--- src/rtl/shim_ads816x_adc_sequencer.sv ---
// rtl/shim_ads816x_adc_sequencer.sv - ADS816x channel sweep sequencer (OTF mode) in front of the SPI frame engine
module shim_ads816x_adc_sequencer #(
  parameter int          N_CH           = 8,
  parameter logic [12:0] OTF_CMD_PREFIX = 13'b1010_0000_0000_0
) (
  input  logic        clk,
  input  logic        resetn,
  input  logic        enable,
  output logic        tcalc_start,
  input  logic        tcalc_done,
  input  logic        tcalc_lock_viol,
  input  logic [7:0]  n_cs_high_time,
  input  logic        trig,
  input  logic [3:0]  sweep_len,
  output logic        ready,
  output logic        bad_cmd,
  output logic        xfer_start,
  output logic [15:0] xfer_cmd,
  input  logic        xfer_done,
  input  logic [15:0] xfer_data,
  output logic        sample_valid,
  output logic [2:0]  sample_ch,
  output logic [15:0] sample_data,
  output logic        sweep_done,
  output logic        err
);

  typedef enum logic [2:0] {
    S_IDLE, S_CALC, S_READY, S_XFER, S_GAP, S_DRAIN, S_ERROR
  } state_t;

  localparam logic [3:0] N_CH_L = 4'(N_CH);

  state_t     state;
  logic [7:0] gap_cnt;   // cycles left before the next frame may start
  logic [7:0] nch_lat;   // latched n_cs high time, never 0
  logic [3:0] frame_k;   // frame currently on the wire
  logic [3:0] sweep_l;   // channels in the running sweep

  logic       len_ok;
  logic [3:0] k_next;
  logic [2:0] gap_ch;
  logic       trig_go;
  logic       gap_go;

  assign len_ok = (sweep_len != 4'd0) && (sweep_len <= N_CH_L);
  assign k_next = frame_k + 4'd1;
  // The last frame only flushes the pipeline, so it re-selects channel 0.
  assign gap_ch = (k_next < sweep_l) ? k_next[2:0] : 3'd0;

  // A frame starts in the very cycle it is granted, so gap_cnt reaching 0
  // at done+nch_lat lines up with the n_cs high time exactly.
  assign trig_go = (state == S_READY) && (gap_cnt == 8'd0) && trig && len_ok &&
                   enable && !tcalc_lock_viol;
  assign gap_go  = (state == S_GAP) && (gap_cnt == 8'd0) && enable && !tcalc_lock_viol;

  assign xfer_start  = trig_go || gap_go;
  assign xfer_cmd    = trig_go ? {OTF_CMD_PREFIX, 3'd0} :
                       gap_go  ? {OTF_CMD_PREFIX, gap_ch} : 16'd0;
  assign ready       = (state == S_READY) && (gap_cnt == 8'd0);
  assign tcalc_start = (state == S_CALC) || (state == S_READY) ||
                       (state == S_XFER) || (state == S_GAP);

  // Sequencer state, gap timing and registered sample/status outputs.
  always_ff @(posedge clk) begin
    if (!resetn) begin
      state        <= S_IDLE;
      gap_cnt      <= 8'd0;
      nch_lat      <= 8'd0;
      frame_k      <= 4'd0;
      sweep_l      <= 4'd0;
      bad_cmd      <= 1'b0;
      sample_valid <= 1'b0;
      sample_ch    <= 3'd0;
      sample_data  <= 16'd0;
      sweep_done   <= 1'b0;
      err          <= 1'b0;
    end else begin
      sample_valid <= 1'b0;
      sweep_done   <= 1'b0;
      bad_cmd      <= 1'b0;
      if (gap_cnt != 8'd0) gap_cnt <= gap_cnt - 8'd1;

      case (state)
        S_IDLE: begin
          err <= 1'b0;
          if (enable) state <= S_CALC;
        end

        S_CALC: begin
          if (tcalc_lock_viol) begin
            err   <= 1'b1;
            state <= S_ERROR;
          end else if (!enable) begin
            state <= S_IDLE;
          end else if (tcalc_done) begin
            nch_lat <= (n_cs_high_time == 8'd0) ? 8'd1 : n_cs_high_time;
            state   <= S_READY;
          end
        end

        S_READY: begin
          if (tcalc_lock_viol) begin
            err   <= 1'b1;
            state <= S_ERROR;
          end else if (!enable) begin
            state <= S_IDLE;
          end else if (trig && (gap_cnt == 8'd0)) begin
            if (len_ok) begin
              sweep_l <= sweep_len;
              frame_k <= 4'd0;
              state   <= S_XFER;
            end else begin
              bad_cmd <= 1'b1;
            end
          end
        end

        S_XFER: begin
          if (tcalc_lock_viol) begin
            err <= 1'b1;
            if (xfer_done) begin
              gap_cnt <= nch_lat - 8'd1;
              state   <= S_ERROR;
            end else begin
              state <= S_DRAIN;
            end
          end else if (xfer_done) begin
            gap_cnt <= nch_lat - 8'd1;
            // Frame 0 returns a stale conversion; frame k returns channel k-1.
            if (frame_k != 4'd0) begin
              sample_valid <= 1'b1;
              sample_ch    <= frame_k[2:0] - 3'd1;
              sample_data  <= xfer_data;
            end
            if (!enable) begin
              state <= S_IDLE;
            end else if (frame_k == sweep_l) begin
              sweep_done <= 1'b1;
              state      <= S_READY;
            end else begin
              state <= S_GAP;
            end
          end else if (!enable) begin
            state <= S_DRAIN;
          end
        end

        S_GAP: begin
          if (tcalc_lock_viol) begin
            err   <= 1'b1;
            state <= S_ERROR;
          end else if (!enable) begin
            state <= S_IDLE;
          end else if (gap_cnt == 8'd0) begin
            frame_k <= k_next;
            state   <= S_XFER;
          end
        end

        S_DRAIN: begin
          if (tcalc_lock_viol) err <= 1'b1;
          if (xfer_done) begin
            gap_cnt <= nch_lat - 8'd1;
            state   <= (err || tcalc_lock_viol) ? S_ERROR : S_IDLE;
          end
        end

        S_ERROR: begin
          err <= 1'b1;
          if (!enable) begin
            err   <= 1'b0;
            state <= S_IDLE;
          end
        end

        default: state <= S_IDLE;
      endcase
    end
  end

endmodule

--- config.mk ---
export PLATFORM = sky130hd
export DESIGN_NAME = shim_ads816x_adc_sequencer
export DESIGN_NICKNAME = d
export VERILOG_FILES = /design/src/rtl/shim_ads816x_adc_sequencer.sv
export SDC_FILE = /design/constraint.sdc
export NUM_CORES = 1
export LEC_CHECK = 0
export BUFFER_PORTS_ARGS = -buffer_cell sky130_fd_sc_hd__buf_4
export CORE_AREA = 4 4 82 84
export DETAILED_ROUTE_END_ITERATION = 10
export DIE_AREA = 0 0 86 88
export PLACE_DENSITY = 0.81
export SLEW_MARGIN = 20
export SYNTH_ARGS = -nofsm -noshare
export SYNTH_HDL_FRONTEND = slang
export SYNTH_SLANG_ARGS = --single-unit
--- constraint.sdc ---
create_clock -name clk -period 1.9 [get_ports clk]
set_clock_uncertainty 0.05 [all_clocks]
set_input_delay 0 -clock clk [delete_from_list [all_inputs] [get_ports clk]]
set_output_delay 0 -clock clk [all_outputs]
set_load 0.005 [all_outputs]
==> results.md <==
Yosys:
- The top cell type's share of synthesized area is about 36%.
- Counting flops with an async set or reset pin after synthesis yields a share of 0%.
- The number of distinct library cells after synthesis is 60.
- During synthesis, Yosys emitted a total of 0 warnings.
- The cell count after synthesis came out at 315.
- The commonest cells after synthesis are 57 x nor2_1, 50 x dfxtp_1, 32 x mux2i_1.
- The count of flip-flops with a built-in enable after synthesis is 0.
- The register bit total from synthesis is 50.
- The cell taking the most area after synthesis is dfxtp_1.
- In the post-synthesis netlist, the biggest area contributors are dfxtp_1 36%, mux2i_1 12%, nor2_1 7.7%.
- Dividing the synthesized area by the synthesized cell count gives 8.80 sq um.
- By instance count, the leading cell after synthesis is nor2_1.
- Among all flip-flop cells after synthesis, the most frequent one is dfxtp_1.
- Sequential cells were found to cover between 30% and 40% of the synthesized design area.
- The cell area after technology mapping is ~2800 sq um.

Timing:
- Setup repair after global routing could not meet its margin everywhere.
- After layout, the worst setup slack is -0.247 ns.
- The count of pins over their slew limit is 0.
- The final cycle utilization of the critical path is 113%.
- The final hold slack is -0.00302 ns.
- The worst path in the final design needs a cycle of ~2.1 ns, including I/O delays and setup.
- The number of endpoints with negative hold slack in the final report is 1.
- The maximum achievable frequency is between 400 and 500 MHz.
- Headroom to the max-slew limit came out at approximately two thirds.
- Setup violations remaining at the end of the flow were counted as 14.
- For the pin with the worst max-slew slack, the measured transition is 0.527 ns.

Detailed routing:
- The total wirelength of the detailed-routed design is between 8 and 9 mm.
- The violation count after the first detailed-route iteration is 190.
- In the routed design, unresolved DRC markers number 0.
- Dividing the detail-routed via count by the number of cells gives ~5.4.
- The number of detailed-route iterations in the first pass is 4.
- After detailed routing, the average wire length per cell comes to 16.8 microns.
- The detailed router placed approximately 2.8k vias in this run.
- The number of antenna-violating nets in the routed design is 0.

Global routing:
- The number of antenna violations at the first check in global routing is 0.
- The first-pass GRT wire length is about 13 mm.
- The leftover overflow at the end of global routing is 0.
- The global-route total usage across every layer is between 20% and 30%.
- Entering global routing, the biggest net connects 43 pins.
- The number of global-route vias before repair is between 2k and 3k.

Worst setup path:
- The worst setup path is of the reg -> out kind.
- For the worst setup path, the data required time is roughly 1.9 ns.
- Among all stages on the critical path, the largest delay is contributed by dfxtp_2.
- The signal on the critical path passes through buf_6, ha_4, xor2_2, ha_1, o21ai_1, nand2b_1, a211o_2, nor2b_1, buf_4.
- The critical path capture point type is an output port.
- The delay of the slowest cell on the worst path is 0.36 ns.
- The largest fanout on the critical path is 4.
- The data arrival time at the worst-slack endpoint is 2.10 ns.
- STA classifies the critical path startpoint as a flip-flop.

Floorplan:
- The cell row count is 28.
- Measured along the y axis, the die boundary spans ~88 microns.
- The core outline area is 5920 sq um.
- The die width is 86 microns.
- The number of top-level pins is 77.
- The effective utilization at floorplan is a little under half.
- The area of the die is ~7600 sq um.

Clocking:
- The H-tree was split into 2 levels.
- CTS saw 50 sinks.
- The longest clock path from root to sink contains 2 buffers.
- TritonCTS created 5 clock buffers.
- The CTS clock-pin slew for the worst setup and hold paths is ~0.090 ns.
- The CTS tree is yes.
- For the worst-skew pair, the clock arrives at the later sink with an insertion delay of around 0.3 ns.
- In this run the clock root is driven by a clkbuf_8.

Run status:
- The final reports fail on hold timing, setup timing.
- The run finished, with violations left.

Placed design:
- The worst-case setup slack after placement is -0.0799 ns.
- The cell area after placement is 3490 sq um.
- The count of buffers added on input and output ports is 65.
- Summed over all nets, the half-perimeter wirelength after detailed placement is a little under 5 mm.
- After detailed placement, the design holds a cell count of 468.
- The final weighted congestion in routability-driven placement is between 0.9 and 1.

Hold path:
- The min-delay analysis places its worst path in the category in -> reg.

Pwr:
- The maximum resistive drop on vdd is between 500 and 600 uV.
- The static leakage is 1.87 nW.
- The internal power of the cells totals roughly 2.6 mW.
- The clock power share is between 10% and 20%.
- For this design the ratio of total power to cell area is 962 nW/um^2.
- The net switching component of the power is approximately 1.4 mW.
- The combinational share of power is around 50%.
- The completed layout was analyzed and its total power is between 4 and 5 mW.
- The switching power as a share of total power is between 30% and 40%.
- Registers are responsible for roughly a third of the overall power.

Layout:
- The layout has a little under 400 filler cells.
- The utilization after layout is around 70%.
- After routing the design area is 4170 sq um.
- The final cell count without fillers is between 500 and 600.
- The count of inserted antenna diode cells is 0.
- The number of nets in the layout is 488.
- The area growth from synthesis to layout is 50.4%.
- The fraction of layout instances using a drive strength above 1 is between 30% and 40%.

Job:
- Max-cap violations in this run came to 0.
-- worst max-delay path: cells and delay by family, from the launching register on --
family	cells	cell delay, ns
AOI/OAI and AO/OA	2	0.39
adders and majority gates	2	0.46
and+or+nand+nor	2	0.18
xor gates and xnor gates	1	0.16
DFF	1	0.36
buffers and inverters	2	0.24
-- layout by cell type (no fill, tap or decap), types with 4 or more instances in the layout --
master,synthesis,layout
a211oi_1,6,6
a21oi_1,5,5
buf_4,16,98
buf_6,0,9
clkbuf_8,0,5
conb_1,1,11
dfxtp_1,50,45
dfxtp_2,0,5
dlygate4sd3_1,0,30
ha_1,9,5
ha_4,0,4
inv_1,13,9
inv_2,0,4
mux2i_1,32,32
nand2_1,12,10
nand3_1,10,8
nand3b_1,5,5
nor2_1,57,56
nor2b_1,6,4
nor3_1,6,6
o21ai_0,5,4
xnor2_1,11,11
xor2_1,8,7
-- power by group through the flow --
stage | Sequential [mW] | Combinational [mW] | Clock [mW]
after floorplan | 1.26 | 1.06 | 0
after global placement | 1.28 | 1.54 | 0
after detailed placement | 1.29 | 1.57 | 0
after CTS | 1.27 | 1.83 | 0.741
after global routing | 1.30 | 2.12 | 0.788
final | 1.29 | 1.98 | 0.748
-- layout make-up --
| cell class | instances | area [sq um] | area share [%] |
|---|---|---|---|
| clock buffers | 7 | 76.3 | 1.83 |
| clock inverters | 1 | 30.0 | 0.721 |
| inverters | 14 | 52.6 | 1.26 |
| multi-input cells | 233 | 1710 | 40.9 |
| flip-flops and latches | 50 | 1010 | 24.2 |
| well taps | 75 | 93.8 | 2.25 |
| repair buffers | 140 | 1200 | 28.9 |
-- what timing repair did --
action,4_1_cts,5_1_grt
gates resized for setup,30,10
pin swaps,11,6
hold buffers,30,0
cloned,0,1
setup endpoints to repair,9,24
buffers inserted,9,5
endpoints found under the hold margin,35,0
-- sequential cells by signal (all words and copies together), names as in the netlist --
register / cells
bad_cmd: 1
sample_ch: 3
sample_data: 16
sweep_done: 1
frame_k: 4
gap_cnt: 8
err: 1
sweep_l: 4
state: 3
nch_lat: 8
sample_valid: 1
-- metal layers --
layer | vias to the layer above | global-route usage (%) | wire length (microns)
met2 | 105 | 36.4 | 4490
met4 | 0 | 7.34 | 297
li1 | 1324 | - | -
met3 | 25 | 3.48 | 436
met1 | 1340 | 26.0 | 3500
met5 | - | 0 | 0
-- worst paths after layout --
| check | startpoint | to | slack [ns] | cells after the start |
|---|---|---|---|---|
| setup / recovery | frame_k[0] | xfer_cmd[2] | -0.25 | 9 |
| hold / removal | tcalc_lock_viol | err | -0.003 | 3 |
| setup reg to reg | gap_cnt[1] | state[2] | -0.08 | 8 |
| hold reg to reg | sample_data[1] | sample_data[1] | 0.46 | 2 |
-- logic make-up (layout without fill, tap and decap cells) --
logic type,count (synthesis),in the layout,synth area share (%)
AOI/OAI and AO/OA,37,37,9.71
xor gates and xnor gates,19,19,6.00
adders and majority gates,10,10,4.42
buffers and inverters,42,162,7.99
DFF,50,50,36.1
muxes,32,32,11.6
other,1,11,0.135
and+or+nand+nor,124,124,24.1
-- stage by stage --
stage / setup TNS, ns / hold WS, ns
floorplan: 0 / 0.0285
global placement: -0.000496 / 0.184
detailed placement: -0.251 / 0.190
CTS: -0.649 / 0.00339
global route: -2.61 / 0.0264
finish: -1.19 / -0.00302
(Power assumes the default switching activity.)
